## src/rtl/apb4_csr_arbiter.sv

```systemverilog
// Round-robin APB4 arbiter feeding one CSR completer.
// One downstream transfer at a time, with a stall timeout.
module apb4_csr_arbiter #(
    parameter int NUM_REQ        = 2,
    parameter int ADDR_WIDTH     = 3,
    parameter int DATA_WIDTH     = 32,
    parameter int TIMEOUT_CYCLES = 16
) (
    input  logic                            clk,
    input  logic                            rst,
    input  logic [NUM_REQ-1:0]              s_psel,
    input  logic [NUM_REQ-1:0]              s_penable,
    input  logic [NUM_REQ-1:0]              s_pwrite,
    input  logic [NUM_REQ*ADDR_WIDTH-1:0]   s_paddr,
    input  logic [NUM_REQ*DATA_WIDTH-1:0]   s_pwdata,
    input  logic [NUM_REQ*DATA_WIDTH/8-1:0] s_pstrb,
    input  logic [NUM_REQ*3-1:0]            s_pprot,
    output logic [NUM_REQ-1:0]              s_pready,
    output logic [DATA_WIDTH-1:0]           s_prdata,
    output logic                            s_pslverr,
    output logic                            m_psel,
    output logic                            m_penable,
    output logic                            m_pwrite,
    output logic [ADDR_WIDTH-1:0]           m_paddr,
    output logic [DATA_WIDTH-1:0]           m_pwdata,
    output logic [DATA_WIDTH/8-1:0]         m_pstrb,
    output logic [2:0]                      m_pprot,
    input  logic                            m_pready,
    input  logic [DATA_WIDTH-1:0]           m_prdata,
    input  logic                            m_pslverr,
    output logic [$clog2(NUM_REQ)-1:0]      grant_id,
    output logic                            busy,
    output logic                            timeout_evt
);

    localparam int IW = $clog2(NUM_REQ);
    localparam int SW = DATA_WIDTH / 8;
    localparam int CW = (TIMEOUT_CYCLES > 0) ? $clog2(TIMEOUT_CYCLES + 1) : 1;

    typedef enum logic [1:0] {
        S_IDLE,
        S_SETUP,
        S_ACCESS,
        S_RESP
    } state_t;

    state_t                r_state;
    state_t                w_next;
    logic [IW-1:0]         r_ptr;
    logic [IW-1:0]         r_gnt;
    logic [IW-1:0]         w_win;
    logic [IW-1:0]         w_idx;
    logic                  w_req;
    logic                  w_tmo;
    logic [CW-1:0]         r_cnt;
    logic                  r_pwrite;
    logic [ADDR_WIDTH-1:0] r_paddr;
    logic [DATA_WIDTH-1:0] r_pwdata;
    logic [SW-1:0]         r_pstrb;
    logic [2:0]            r_pprot;
    logic [DATA_WIDTH-1:0] r_rdata;
    logic                  r_err;
    logic                  r_tev;
    logic                  w_unused;

    // Request is PSEL in either phase, so PENABLE carries no information.
    assign w_unused = ^s_penable;

    assign w_tmo = (TIMEOUT_CYCLES != 0) &&
                   ((int'(r_cnt) + 1) == TIMEOUT_CYCLES);

    // Pick the first requester at or after the pointer, wrapping around.
    always_comb begin
        w_req = 1'b0;
        w_win = '0;
        w_idx = '0;
        for (int k = 0; k < NUM_REQ; k++) begin
            w_idx = IW'((int'(r_ptr) + k) % NUM_REQ);
            if (!w_req && s_psel[w_idx]) begin
                w_req = 1'b1;
                w_win = w_idx;
            end
        end
    end

    // State register.
    always_ff @(posedge clk or negedge rst) begin
        if (!rst) r_state <= S_IDLE;
        else      r_state <= w_next;
    end

    // Next-state logic.
    always_comb begin
        w_next = r_state;
        unique case (r_state)
            S_IDLE:   if (w_req) w_next = S_SETUP;
            S_SETUP:  w_next = S_ACCESS;
            S_ACCESS: if (m_pready || w_tmo) w_next = S_RESP;
            S_RESP:   w_next = S_IDLE;
            default:  w_next = S_IDLE;
        endcase
    end

    // Per-state bus strobes and the requester handshake.
    always_comb begin
        m_psel    = 1'b0;
        m_penable = 1'b0;
        busy      = 1'b1;
        s_pready  = '0;
        unique case (r_state)
            S_IDLE:   busy = 1'b0;
            S_SETUP:  m_psel = 1'b1;
            S_ACCESS: begin
                m_psel    = 1'b1;
                m_penable = 1'b1;
            end
            S_RESP:   s_pready[r_gnt] = 1'b1;
            default:  busy = 1'b0;
        endcase
    end

    // Grant capture, timeout count, response latch and pointer advance.
    always_ff @(posedge clk or negedge rst) begin
        if (!rst) begin
            r_ptr    <= '0;
            r_gnt    <= '0;
            r_cnt    <= '0;
            r_pwrite <= 1'b0;
            r_paddr  <= '0;
            r_pwdata <= '0;
            r_pstrb  <= '0;
            r_pprot  <= '0;
            r_rdata  <= '0;
            r_err    <= 1'b0;
            r_tev    <= 1'b0;
        end else begin
            r_tev <= 1'b0;
            unique case (r_state)
                S_IDLE: begin
                    if (w_req) begin
                        r_gnt    <= w_win;
                        r_pwrite <= s_pwrite[w_win];
                        r_paddr  <= s_paddr[int'(w_win)*ADDR_WIDTH +: ADDR_WIDTH];
                        r_pwdata <= s_pwdata[int'(w_win)*DATA_WIDTH +: DATA_WIDTH];
                        r_pstrb  <= s_pstrb[int'(w_win)*SW +: SW];
                        r_pprot  <= s_pprot[int'(w_win)*3 +: 3];
                    end
                end
                S_SETUP: r_cnt <= '0;
                S_ACCESS: begin
                    r_cnt <= r_cnt + CW'(1);
                    if (m_pready) begin
                        r_rdata <= m_prdata;
                        r_err   <= m_pslverr;
                    end else if (w_tmo) begin
                        r_rdata <= '0;
                        r_err   <= 1'b1;
                        r_tev   <= 1'b1;
                    end
                end
                S_RESP:  r_ptr <= IW'((int'(r_gnt) + 1) % NUM_REQ);
                default: ;
            endcase
        end
    end

    assign m_pwrite    = r_pwrite;
    assign m_paddr     = r_paddr;
    assign m_pwdata    = r_pwdata;
    assign m_pstrb     = r_pstrb;
    assign m_pprot     = r_pprot;
    assign s_prdata    = r_rdata;
    assign s_pslverr   = r_err;
    assign grant_id    = r_gnt;
    assign timeout_evt = r_tev;

endmodule

```

## config.mk

```make
export PLATFORM = sky130hd
export DESIGN_NAME = apb4_csr_arbiter
export DESIGN_NICKNAME = d
export VERILOG_FILES = /design/src/rtl/apb4_csr_arbiter.sv
export SDC_FILE = /design/constraint.sdc
export NUM_CORES = 1
export LEC_CHECK = 0
export CORE_UTILIZATION = 66
export CTS_BUF_LIST = sky130_fd_sc_hd__clkbuf_4 sky130_fd_sc_hd__clkbuf_8
export DETAILED_ROUTE_END_ITERATION = 8
export DONT_BUFFER_PORTS = 1
export PLACE_DENSITY_LB_ADDON = 0.15
export REMOVE_ABC_BUFFERS = 1
export SLEW_MARGIN = 20
export SYNTH_ARGS = -nofsm -noshare
export SYNTH_HDL_FRONTEND = slang
export SYNTH_SLANG_ARGS = --single-unit
export TNS_END_PERCENT = 30
```

## constraint.sdc

```tcl
create_clock -name clk -period 1.7 [get_ports clk]
set_input_delay 0.34 -clock clk [delete_from_list [all_inputs] [get_ports clk]]
set_output_delay 0.34 -clock clk [all_outputs]
set_load 0.01 [all_outputs]
```

==> Flow_metrics.wiki <==
{| class="wikitable"
! Metric !! Value
|-
| Slew HR || between 70% and 80%
|-
| Post-DRT Antenna Nets || 0
|-
| Maximum fanout count along the critical path || 8
|-
| Violations in the final reports || negative hold slack
|-
| Source of the worst register-to-register timing path || r_state[0]$_DFFE_PN0P_
|-
| Count of buffer and inverter cells on the critical path || 1
|-
| Number of DRC violations after detailed-routing iteration 0 || 240
|-
| Cell with the largest stage delay on the worst path || sky130_fd_sc_hd__ha_1
|-
| Die outline area || 0.00682 mm2
|-
| IO Port Bufs || 0
|-
| Worst path cell trace || inv_1 -> ha_1
|-
| Yosys top cell area share || 50.2%
|-
| Clock tree from TritonCTS || done
|-
| Critical Path Max Stage Delay || approximately 0.46 ns
|-
| Clock input transition at the sequential cells of the worst setup and hold paths || 0.09 ns
|-
| Synth area leaders || sky130_fd_sc_hd__dfrtp_1 50%, sky130_fd_sc_hd__mux2i_1 10%, sky130_fd_sc_hd__nand2_1 6.9%
|-
| H-tree levels || 3
|-
| Routed via count || around 3k
|-
| Initial antenna violation count || 0
|-
| Most common cell after layout, fill and taps aside || sky130_fd_sc_hd__dfrtp_1
|-
| Family of cells with the greatest summed delay on the critical path || adder cells
|-
| Total setup buffers inserted after CTS || 0
|-
| Required time of the worst setup path || approximately 1.4 ns
|-
| CP Data Arrival Time || 1.30 ns
|-
| Number of detailed-routing iterations run before antenna repair || 4
|-
| Skew final || about 0.0084 ns
|-
| Pins over their slew limit || 0
|-
| Clock network latency to the later pin of the worst-skew pair || 0.34 ns
|-
| Area leader, netlist || sky130_fd_sc_hd__dfrtp_1
|-
| Seq cells post-synth || 86
|-
| Chip height || 82.6 um
|-
| Outcome || complete, but fails checks
|-
| Syn-to-layout area delta || 7.59%
|-
| Cell area power density || approximately 1900 mW/mm2
|-
| Crit path setup slack, layout || ~0.059 ns
|-
| Final wirelength || approximately 9 mm
|-
| Critical R2R Capture || r_state[1]$_DFFE_PN0P_
|-
| DRC violations left || 0
|-
| Cell variety after synth || 32
|-
| TritonCTS Buffers || 9
|-
| Site row count || 28
|-
| Most frequent cells in the layout || 86 x sky130_fd_sc_hd__dfrtp_1, 79 x sky130_fd_sc_hd__nand2_1, 43 x sky130_fd_sc_hd__mux2i_1
|-
| Final period utilization || around 97%
|-
| Post-layout instance count excluding filler cells || a little over 500
|-
| Maximum ir drop on the vdd rail || roughly 0.0011 V
|-
| Top achievable clock speed || about 0.61 GHz
|-
| Weighted congestion at the end of routability-driven global placement || 0.737
|-
| Number of global-route vias before repair || ~2.7k
|-
| Setup CP Type || reg2out
|-
| Number of inserted diodes || 0
|-
| Vias/cell || roughly 5.9
|-
| Syn_area_per_cell || slightly below 10 um2
|-
| Class of the most critical hold timing path || in2async
|-
| Final hold violations || between 80 and 90
|-
| Number of I/O pins || around 210
|-
| Leak pwr || around 0.0021 uW
|-
| RSZ-0062 raised after global routing || false
|-
| Worst slack at placement || between 0.15 and 0.2 ns
|-
| Largest net degree at the start of global routing || 87
|-
| Placed insts || 492
|-
| Startpoint of the most critical setup path || r_state[1]$_DFFE_PN0P_
|-
| Number of violations of the max-capacitance limit || 0
|-
| Sum of net half-perimeters after detailed placement || between 6 and 7 mm
|-
| Number of endpoints failing setup at the final stage || 0
|-
| Sort of element at the end of the critical path || output pin
|-
| Global-route wire length before repair || roughly 13 mm
|-
| Number of buffers between clock root and the deepest sink || 2
|-
| Register-to-register path setup slack || 0.09 ns
|-
| Post-layout minimum cycle time || between 1.5 and 2 ns
|-
| Die X || just over 80 um
|-
| Worst hold slack || -0.320 ns
|-
| Clock Sink Count || 86
|-
| Average wire per standard cell || roughly 18 um
|-
| GRT Overall Usage || between 20% and 30%
|-
| Post-Syn Instances || 433
|-
| Floorplan Core Area || 0.00610 mm2
|-
| Number of stages on the worst setup path || 2
|-
| Total chip power || ~8700 uW
|-
| Slew at the pin closest to its max-slew limit || 0.345 ns
|-
| Cell area after technology mapping || about 0.0043 mm2
|-
| Synth warnings || 0
|-
| Share of layout cells above drive strength 1 || roughly 15%
|-
| Master cell of the clock root buffer || sky130_fd_sc_hd__clkbuf_8
|-
| Category of the worst setup path launch point || flip-flop
|-
| Cell count of the worst reg-to-reg path || 7
|-
| Fin nets || 558
|-
| Portion of the post-synthesis area used by sequential elements || 50.2%
|-
| Initial core utilization || 70.3%
|-
| Critical path destination || m_psel
|-
| Remaining global-route overflow || 0
|}
==> final cells by class <==
class,count,area [um2]
Tap cell,75,93.8
Clock buffer,10,131
Inverter,12,45.0
Fill cell,441,1490
Timing Repair Buffer,13,176
Sequential cell,86,2150
Multi-Input combinational cell,306,1930
Clock inverter,5,83.8
==> per-stage QoR <==
step / hold WS [ns] / instance area [um2] / util (%) / TNS [ns]
floorplan: 0.0444 / 4110 / - / -62.33
global placement: 0.0461 / 4390 / 72.0 / 0
detailed placement: 0.0461 / 4390 / 72.0 / 0
CTS: -0.330 / 4610 / 75.6 / 0
global route: -0.339 / 4610 / 75.6 / 0
finish: -0.320 / 4610 / 75.6 / 0
==> cells in the mapped netlist (all sizes together) <==
cell type	count
a21o	1
a21oi	34
and2	4
and4b	1
buf	13
clkbuf	16
dfrtp	86
ha	4
inv	12
mux2i	43
nand2	79
nand2b	1
nand3	5
nand3b	1
nand4	1
nor2	3
nor2b	33
nor3	1
nor3b	2
o2111ai	1
o211ai	1
o21a	1
o21ai	86
o22a	1
o31a	2
or3b	1
==> layer usage <==
layer	track usage, %	share of wire [%]	up-vias
met5	0	0	-
met4	5.52	0.46	0
met3	11.3	10	4
met2	46.1	52	129
met1	29.0	37	1414
li1	-	-	1456
==> power by group <==
part	leakage [uW]	switching, uW	internal [uW]	total, uW
clock network	0.000102	721	842	1560
registers	0.00101	1170	2960	4130
logic	0.00102	1660	1390	3050
total	0.00213	3550	5190	8740
==> worst reg2reg max path, cell delays in order, from the launching register on <==
cell and delay, ns:
sky130_fd_sc_hd__dfrtp_1 0.42, sky130_fd_sc_hd__inv_1 0.09, sky130_fd_sc_hd__ha_1 0.20, sky130_fd_sc_hd__buf_4 0.28, sky130_fd_sc_hd__nand2b_1 0.14, sky130_fd_sc_hd__nand3_1 0.11
sky130_fd_sc_hd__o21a_1 0.15, sky130_fd_sc_hd__o211ai_1 0.09
==> worst min-delay path by stage <==
| stage | start | end | slack (ns) |
|---|---|---|---|
| after floorplan | rst | grant_id$_DFFE_PN0P_ | 0.04 |
| after global placement | rst | s_prdata[19]$_DFFE_PN0P_ | 0.05 |
| after detailed placement | rst | s_prdata[10]$_DFFE_PN0P_ | 0.05 |
| after CTS | rst | s_prdata[20]$_DFFE_PN0P_ | -0.33 |
| after global routing | rst | s_prdata[14]$_DFFE_PN0P_ | -0.34 |
| final | rst | s_prdata[19]$_DFFE_PN0P_ | -0.32 |
==> repair_timing <==
action | 4_1_cts | 5_1_grt
resized for setup | 0 | 2
endpoints found under the setup margin | 0 | 2
hold endpoints to repair | 86 | 86
==> logic make-up after synthesis <==
kind of cell	Yosys count	synth area share, %
compound gates	127	18.4
simple gates	132	15.0
flops	86	50.2
buf+inv	41	5.14
mux	43	10.0
fa+ha+maj	4	1.17
==> sequential cells by signal, summed over array words and instances (netlist names) <==
register,cells
m_paddr,3
r_ptr,1
m_pwdata,32
r_state,2
s_pslverr,1
m_pstrb,4
timeout_evt,1
m_pwrite,1
s_prdata,32
grant_id,1
m_pprot,3
r_cnt,5
No activity file was read; power rests on OpenSTA's default activity.
